$ cat src/rtl/instruction_loader_pkg.sv
// Shared constants for the instruction loader: FSM encodings,
// UART byte width and the default end-of-program marker.
package instruction_loader_pkg;

  localparam int BYTE_W = 8;

  localparam logic [1:0] ST_RECV  = 2'd0;
  localparam logic [1:0] ST_WRITE = 2'd1;
  localparam logic [1:0] ST_CHECK = 2'd2;
  localparam logic [1:0] ST_DONE  = 2'd3;

  localparam logic [31:0] HALT_WORD_DEF = 32'hFFFF_FFFF;

endpackage

$ cat src/rtl/instruction_loader_byte_assembler.sv
// Big-endian byte packer: shifts UART bytes into a LEN-bit word and
// flags the byte that completes it.
module instruction_loader_byte_assembler
  import instruction_loader_pkg::*;
#(
  parameter int LEN = 32
) (
  input  logic           i_clk,
  input  logic           i_rst,
  input  logic           i_clr,
  input  logic           i_en,
  input  logic [7:0]     i_byte,
  output logic [LEN-1:0] o_word,
  output logic           o_word_ready
);

  localparam int NB = LEN / BYTE_W;
  localparam int CW = (NB > 1) ? $clog2(NB) : 1;

  logic [LEN-1:0] shift_q, shift_d;
  logic [CW-1:0]  cnt_q, cnt_d;
  logic           last;

  assign last = (cnt_q == CW'(NB - 1));

  always_comb begin
    shift_d = shift_q;
    cnt_d   = cnt_q;
    if (i_clr) begin
      shift_d = '0;
      cnt_d   = '0;
    end else if (i_en) begin
      shift_d = (shift_q << BYTE_W) | LEN'(i_byte);
      cnt_d   = last ? '0 : cnt_q + 1'b1;
    end
  end

  // Word is presented in the same cycle as the completing byte
  assign o_word       = shift_d;
  assign o_word_ready = i_en && !i_clr && last;

  always_ff @(posedge i_clk) begin
    if (!i_rst) begin
      shift_q <= '0;
      cnt_q   <= '0;
    end else begin
      shift_q <= shift_d;
      cnt_q   <= cnt_d;
    end
  end

endmodule

$ cat src/rtl/instruction_loader.sv
// UART-to-instruction-RAM loader; stalls the pipeline until loaded.
// Optional trailing XOR checksum with LOADER_CHECKSUM_EN.
module instruction_loader
  import instruction_loader_pkg::*;
#(
  parameter int             LEN       = 32,
  parameter int             RAM_DEPTH = 2048,
  parameter int             ADDR_W    = $clog2(RAM_DEPTH),
  parameter logic [LEN-1:0] HALT_WORD = LEN'(HALT_WORD_DEF)
) (
  input  logic              i_clk,
  input  logic              i_rst,
  input  logic [7:0]        i_rx_data,
  input  logic              i_rx_done,
  input  logic              i_reload,
  output logic              o_wea,
  output logic [ADDR_W-1:0] o_addra,
  output logic [LEN-1:0]    o_dina,
  output logic              o_busy,
  output logic              o_done,
  output logic              o_overflow,
  output logic [ADDR_W:0]   o_word_count
`ifdef LOADER_CHECKSUM_EN
  ,
  output logic              o_chk_err
`endif
);

  logic [1:0]        state_q, state_d;
  logic [ADDR_W-1:0] addr_q, addr_d;
  logic [ADDR_W:0]   count_q, count_d;
  logic [LEN-1:0]    dina_q, dina_d;
  logic              ovf_q, ovf_d;
  logic [LEN-1:0]    word;
  logic              word_ready;
  logic              halt_w;
  logic              last_addr;
  logic              accept;
  logic              clr;

  assign halt_w    = (state_q == ST_WRITE) && (dina_q == HALT_WORD);
  assign last_addr = (addr_q == ADDR_W'(RAM_DEPTH - 1));
  // A byte during the HALT write belongs to the checksum, not a new word
  assign accept    = i_rx_done &&
                     ((state_q == ST_RECV) ||
                      ((state_q == ST_WRITE) && !halt_w));
  assign clr       = (state_q == ST_DONE) && i_reload;

  instruction_loader_byte_assembler #(.LEN(LEN)) u_asm (
    .i_clk        (i_clk),
    .i_rst        (i_rst),
    .i_clr        (clr),
    .i_en         (accept),
    .i_byte       (i_rx_data),
    .o_word       (word),
    .o_word_ready (word_ready)
  );

`ifdef LOADER_CHECKSUM_EN
  logic [7:0] xor_q, xor_d;
  logic       err_q, err_d;
`endif

  always_comb begin
    state_d = state_q;
    addr_d  = addr_q;
    count_d = count_q;
    dina_d  = dina_q;
    ovf_d   = ovf_q;
`ifdef LOADER_CHECKSUM_EN
    xor_d   = accept ? (xor_q ^ i_rx_data) : xor_q;
    err_d   = err_q;
`endif
    unique case (state_q)
      ST_RECV: begin
        if (word_ready) begin
          dina_d  = word;
          state_d = ST_WRITE;
        end
      end
      ST_WRITE: begin
        count_d = count_q + 1'b1;
        if (!last_addr) addr_d = addr_q + 1'b1;
        if (halt_w) begin
`ifdef LOADER_CHECKSUM_EN
          if (i_rx_done) begin
            err_d   = (i_rx_data != xor_q);
            state_d = ST_DONE;
          end else begin
            state_d = ST_CHECK;
          end
`else
          state_d = ST_DONE;
`endif
        end else if (last_addr) begin
          ovf_d   = 1'b1;
          state_d = ST_DONE;
        end else if (word_ready) begin
          dina_d  = word;
          state_d = ST_WRITE;
        end else begin
          state_d = ST_RECV;
        end
      end
`ifdef LOADER_CHECKSUM_EN
      ST_CHECK: begin
        if (i_rx_done) begin
          err_d   = (i_rx_data != xor_q);
          state_d = ST_DONE;
        end
      end
`endif
      ST_DONE: begin
        if (i_reload) begin
          state_d = ST_RECV;
          addr_d  = '0;
          count_d = '0;
          ovf_d   = 1'b0;
`ifdef LOADER_CHECKSUM_EN
          xor_d   = '0;
          err_d   = 1'b0;
`endif
        end
      end
      default: state_d = ST_RECV;
    endcase
  end

  always_ff @(posedge i_clk) begin
    if (!i_rst) begin
      state_q <= ST_RECV;
      addr_q  <= '0;
      count_q <= '0;
      dina_q  <= '0;
      ovf_q   <= 1'b0;
`ifdef LOADER_CHECKSUM_EN
      xor_q   <= '0;
      err_q   <= 1'b0;
`endif
    end else begin
      state_q <= state_d;
      addr_q  <= addr_d;
      count_q <= count_d;
      dina_q  <= dina_d;
      ovf_q   <= ovf_d;
`ifdef LOADER_CHECKSUM_EN
      xor_q   <= xor_d;
      err_q   <= err_d;
`endif
    end
  end

  assign o_wea        = (state_q == ST_WRITE);
  assign o_addra      = addr_q;
  assign o_dina       = dina_q;
  assign o_busy       = (state_q != ST_DONE);
  assign o_done       = (state_q == ST_DONE);
  assign o_overflow   = ovf_q;
  assign o_word_count = count_q;
`ifdef LOADER_CHECKSUM_EN
  assign o_chk_err    = err_q;
`endif

endmodule

$ cat config.mk
export PLATFORM = sky130hd
export DESIGN_NAME = instruction_loader
export DESIGN_NICKNAME = d
export VERILOG_FILES = /design/src/rtl/instruction_loader_pkg.sv /design/src/rtl/instruction_loader_byte_assembler.sv /design/src/rtl/instruction_loader.sv
export SDC_FILE = /design/constraint.sdc
export NUM_CORES = 1
export LEC_CHECK = 0
export CAP_MARGIN = 5
export CORE_MARGIN = 1.5
export CORE_UTILIZATION = 45
export CTS_CLUSTER_SIZE = 24
export DETAILED_ROUTE_END_ITERATION = 8
export GPL_TIMING_DRIVEN = 0
export PLACE_DENSITY = 0.84
export SYNTH_ARGS = -nofsm -noshare
export SYNTH_HDL_FRONTEND = slang
export SYNTH_SLANG_ARGS = --single-unit
$ cat constraint.sdc
create_clock -name i_clk -period 1.7 [get_ports i_clk]
set_input_delay 0.17 -clock i_clk [delete_from_list [all_inputs] [get_ports i_clk]]
set_output_delay 0.17 -clock i_clk [all_outputs]
set_load 0.01 [all_outputs]
==> Word level (Yosys, flattened, before mapping) <==
Cells that the tools add are included.
{ "totals": {"input_bits": 12, "register_bits": 92, "out_inout_bits": 59} }
{ "classes": {"bitwise_logic": 2, "n_mux": 22, "n_reduce_logical": 18, "n_addsub": 3, "eq_ne": 11} }
{ "ops": {"columns": ["operator", "count"], "rows": [
  ["2-to-1 mux 32 bit", 5],
  ["one-hot mux 32 bit (2 select lines)", 1],
  ["equality test 32 bit, second input constant", 1],
  ["bitwise OR 32 x 8 -> 32 bit", 1],
  ["one-hot mux 12 bit (2 select lines)", 1],
  ["2-to-1 mux 11 bit", 2],
  ["one-hot mux 11 bit (2 select lines)", 1],
  ["adder 12 x 1 -> 12 bit, second input constant", 1],
  ["2-to-1 mux 12 bit", 1],
  ["adder 11 x 1 -> 11 bit, second input constant", 1],
  ["equality test 11 bit, second input constant", 1],
  ["2-to-1 mux 2 bit", 5],
  ["inequality test 2 bit, second input constant", 4],
  ["logical AND 1 bit", 6],
  ["one-hot mux 2 bit (3 select lines)", 1],
  ["AND reduction 3 bit", 2],
  ["equality test 2 bit, second input constant", 2],
  ["2-to-1 mux 1 bit", 4],
  ["inequality test 2 x 1 -> 1 bit, second input constant", 2],
  ["AND reduction 2 bit", 2],
  ["AND reduction 4 bit", 1],
  ["nonzero test 2 bit", 2],
  ["adder 2 x 1 -> 2 bit, second input constant", 1],
  ["equality test 2 x 1 -> 1 bit, second input constant", 1],
  ["other kinds (6)", 7]
]} }

==> Logic depth before layout (Yosys ltp) <==
{ "logic_depth": {"word_depth": 12, "depth_mapped": 7, "depth_no_buf": 6} }

==> Modules after synthesis <==
A second synthesis with hierarchy kept.
{ "unflattened": {"hier_cells": 454, "hier_area_um2": 4100.2} }
{ "by_module_without_submodules": {"columns": ["mod", "instances", "area_each_um2", "cells_per_inst"], "rows": [
  ["instruction_loader", 1, 2697.6, 304],
  ["instruction_loader_byte_assembler", 1, 1402.6, 150]
]} }

==> Least setup slack after synthesis <==
Ideal clock, no wire load.
{ "synth_timing": {"path_kind": "register to register", "start": "register dina_q[29], in the netlist o_dina[29]", "end": "register dina_q[10], in the netlist o_dina[10]", "path_stages_with_launch": 7, "setup_ps": 117, "arrival_ps": 1790, "synth_period_minus_slack_ps": 1906, "required_time_ps": 1583, "path_slack_ps": -206, "cell_sequence": "dfxtp_1 -> nand4_1 -> or4_4 -> nor4_4 -> nor4_2 -> buf_6 -> a22o_1"} }
{ "synth_via": {"elab_chain_len": 12, "word_cells_on_any_way": 16, "cone_classes": "eq/ne (2); mux (6); reduce/logical (8)"} }
{ "synth_rtl": {"columns": ["item", "line", "rtl"], "rows": [
  ["start, declared", "instruction_loader.sv:32", "logic [LEN-1:0] dina_q, dina_d;"],
  ["start signal, assigned", "instruction_loader.sv:144", "dina_q <= dina_d;"],
  ["equality test 32 bit *", "instruction_loader.sv:41", "assign halt_w = (state_q == ST_WRITE) && (dina_q == HALT_WORD);"],
  ["logical AND 1 bit *", "instruction_loader.sv:41", null],
  ["logical NOT 1 bit", "instruction_loader.sv:46", "((state_q == ST_WRITE) && !halt_w));"],
  ["logical AND 1 bit", "instruction_loader.sv:46", null],
  ["logical OR 1 bit", "instruction_loader.sv:45", "((state_q == ST_RECV) ||"],
  ["logical AND 1 bit", "instruction_loader.sv:44", "assign accept = i_rx_done &&"],
  ["2-to-1 mux 32 bit / logical AND 1 bit (equally long branches)", "instruction_loader_byte_assembler.sv:32, instruction_loader_byte_assembler.sv:40", null],
  ["2-to-1 mux 32 bit / logical AND 1 bit (equally long branches)", "instruction_loader_byte_assembler.sv:29, instruction_loader_byte_assembler.sv:40", null],
  ["2-to-1 mux 32 bit", "instruction_loader.sv:76, instruction_loader.sv:98", null],
  ["2-to-1 mux 32 bit", "instruction_loader.sv:95", "end else if (last_addr) begin"],
  ["2-to-1 mux 32 bit", "instruction_loader.sv:84", "if (halt_w) begin"],
  ["one-hot mux 32 bit (2 select lines)", "instruction_loader.sv:74", "unique case (state_q)"]
]} }
Every way passes the cells marked *; elsewhere a longest branch is shown, timed or not. The select of a mux whose other input is x is not followed.
A chain may end at the register's enable or synchronous reset.

==> Final worst setup path <==
{ "layout_timing": {"start": "register dina_q[11], in the netlist o_dina[11]", "end": "register dina_q[24], in the netlist o_dina[24]"} }
Same word-level chain as after synthesis.

==> impl_metrics.yaml <==
critical_path:
  crit_type: "reg2reg"
  startpoint_type: "flip-flop"
  end_kind: "flip-flop"
  reg2reg_slack_ns: -0.24
  crit_required_ns: 1.97
  worstPathArrival_ns: 2.21
  cp_max_fo: 6
hold_path:
  min_path_type: "in2reg"
floorplan:
  coreArea_mm2: 0.007370
  row_count: 31
  die_y_um: 90.75
  die_x_um: 90.75
  start_util_pct: 47.01
  io_pins: 71
  die_area_mm2: 0.008235
global_route:
  grt_pass1_wl_mm: 14.53
  grtUsageMet2_pct: 35.78
  grt-ovfl-total: 0
  busiest_layer: "met2"
  grt_util_all_layers_pct: 22.50
  grt_start_max_net_pins: 17
  antenna_found_initial: 0
  use_met3_pct: 5.556
  grt_util_met1_pct: 29.22
  grt_pass1_vias: 3003
placement:
  io_buffers: 70
  place_inst: 518
  gp_congestion: 0.8843
  dp_hpwl_mm: 6.193
  placed_cell_area_mm2: 0.004314
timing:
  rsz0062_at_grt: "yes"
  worstMarginPinSlew_ns: 0.5010
  fin_tns_setup_ns: -10.42
  max_slew_margin_pct: 66.35
  report.final.slew_viol_count: 0
  period_minus_slack_ns: 1.941
  clock_skew_ns: 0.01209
  finalHoldViolations: 0
  period_share_pct: 114.2
  timing.fmax_mhz: 515.1
  setup_viol: 59
  setup_ws_ns: -0.2412
power:
  peakVddDrop_mv: 0.5500
  p_per_area_mw_per_mm2: 753.8
  p_leak_nw: 1.913
logic_synthesis:
  synth_cell_types: 45
  syn_nets: 364
  synth_area_per_cell_um2: 9.927
  yosys.area.top_type: "dfxtp_1"
  yosysTopAreaCellShare_pct: 48.54
  ys_warn_count: 0
  netlist_instances: 349
  synth_edf_count: 0
  synth.top_cells.by_area: "dfxtp_1 (49%), a22o_1 (8.1%), mux2i_1 (7.8%)"
  seq_area_frac_synth_pct: 48.54
  syn_area_mm2: 0.003465
  synthArstFlopShare_pct: 0
  synth_ff_type: "dfxtp_1"
  ys_ff_latch: 84
cts:
  holdBufCountCts: 0
  cts_tree: "done"
  cts_buffers: 9
  cts_max_level: 3
  worst_skew_pair.late_latency_ns: 0.37
  cts_sinks: 84
  clockBufferDepth: 2
  cts.clk_slew.worst_paths_ns: 0.09
  cts_root_buffer: "clkbuf_8"
routing:
  routedWlPerCell_um: 17.59
  wl_mm: 9.938
  drt_pass1_iterations: 5
  drtIter0Drc: 152
  vias_per_cell: 5.789
  drcViolationCount: 0
  ant_nets: 0
  vias: 3271
run:
  cap_violations: 0
final_layout:
  stdcell_count: 565
  area_growth_pct: 43.30
  layout-drive-gt1-share_pct: 22.53
  final_nets: 476
  diodes: 0
  layout.cells.most_common_list: "clkdlybuf4s50_1 (68), dfxtp_1 (60), nand2_1 (48)"
  fin_area_mm2: 0.004965
  final_common_cell: "clkdlybuf4s50_1"
status:
  violations: "setup timing"
  outcome: "complete, but fails checks"
-- critical path, stage by stage, from the launching register on --
cell     delay [ns]
dfxtp_2        0.35
nand4_1        0.13
or4_4          0.55
nor4_4         0.16
buf_6          0.16
nor4_4         0.07
buf_4          0.18
a22o_1         0.23
-- where the power goes --
part           switching [mW]  leakage (nW)  internal, mW  total [mW]
combinational           0.115          1.11         0.117       0.231
sequential             0.0196         0.695          1.98        2.00
clock                   0.805         0.107         0.705        1.51
-- timing repair --
action                                  in CTS  in global routing
gates cloned                                 0                  3
endpoints found under the setup margin      78                 74
setup buffers                               13                 17
pin swaps                                    6                 22
resized for setup                           30                 32
-- synthesized netlist by cell type (3+ instances only) --
cell type,number
o21ai_0,10
nand3_1,9
or3_1,4
xor2_1,3
and3_1,4
mux2i_1,27
nand2_1,49
inv_1,6
dfxtp_1,84
xnor2_1,5
a31oi_1,3
ha_1,3
buf_12,3
buf_6,7
a21oi_1,11
nor4_1,4
clkbuf_1,10
nor3_1,4
and2_1,6
a22o_1,32
nor2_1,18
nand4_1,18
-- stage by stage --
| stage | hold slack [ns] | power (mW) | util, % | setup slack, ns |
|---|---|---|---|---|
| floorplan | 0.2875 | 2.183 | - | -0.1682 |
| global placement | 0.4447 | 2.253 | 58.54 | -0.6012 |
| detailed placement | 0.4483 | 2.259 | 58.54 | -0.5671 |
| CTS | 0.3888 | 3.716 | 63.62 | -0.3541 |
| global route | 0.4159 | 3.848 | 67.37 | -0.2900 |
| finish | 0.3923 | 3.742 | 67.37 | -0.2412 |
-- metal layers --
layer,vias up,routed length (um),share of wire [%]
met2,158,4705,47
met3,22,604,6.1
li1,1499,-,-
met5,-,0,0
met4,0,243,2.4
met1,1592,4385,44
-- area by class of cell --
| cell class | instances | area, um2 |
|---|---|---|
| Multi-Input combinational cell | 239 | 1702 |
| Clock inverter | 7 | 81.33 |
| Tap cell | 99 | 123.9 |
| Buffer | 18 | 177.7 |
| Sequential cell | 84 | 1737 |
| Clock buffer | 9 | 123.9 |
| Fill cell | 526 | 2405 |
| Inverter | 6 | 22.52 |
| Timing Repair Buffer | 103 | 997.2 |
-- final timing paths --
path	from	endpoint	depth (start not counted)
hold / removal	i_rx_data[1]	u_asm.shift_q[1]$_SDFF_PN0_	3
hold reg to reg	u_asm.shift_q[19]$_SDFF_PN0_	u_asm.shift_q[19]$_SDFF_PN0_	2
setup reg to reg	o_dina[11]$_SDFFE_PN0P_	o_dina[24]$_SDFFE_PN0P_	7
setup / recovery	o_dina[11]$_SDFFE_PN0P_	o_dina[24]$_SDFFE_PN0P_	7
-- flip-flops by register name (all words and copies together), names as in the netlist --
name and flops:
o_addra 11, o_dina 32, o_overflow 1, o_word_count 12
state_q 2, u_asm.cnt_q 2, u_asm.shift_q 24
-- cells by family (layout without fill, tap and decap cells) --
family / Yosys count / after routing / synth area share [%]
AOI/OAI and AO/OA: 68 / 68 / 14.59
xor gates and xnor gates: 8 / 8 / 2.022
adders and majority gates: 3 / 3 / 1.084
buffers and inverters: 26 / 143 / 5.742
DFF: 84 / 84 / 48.54
muxes: 28 / 28 / 8.126
and+or+nand+nor: 132 / 132 / 19.90
Note: power is estimated with default switching activity, not from simulation.
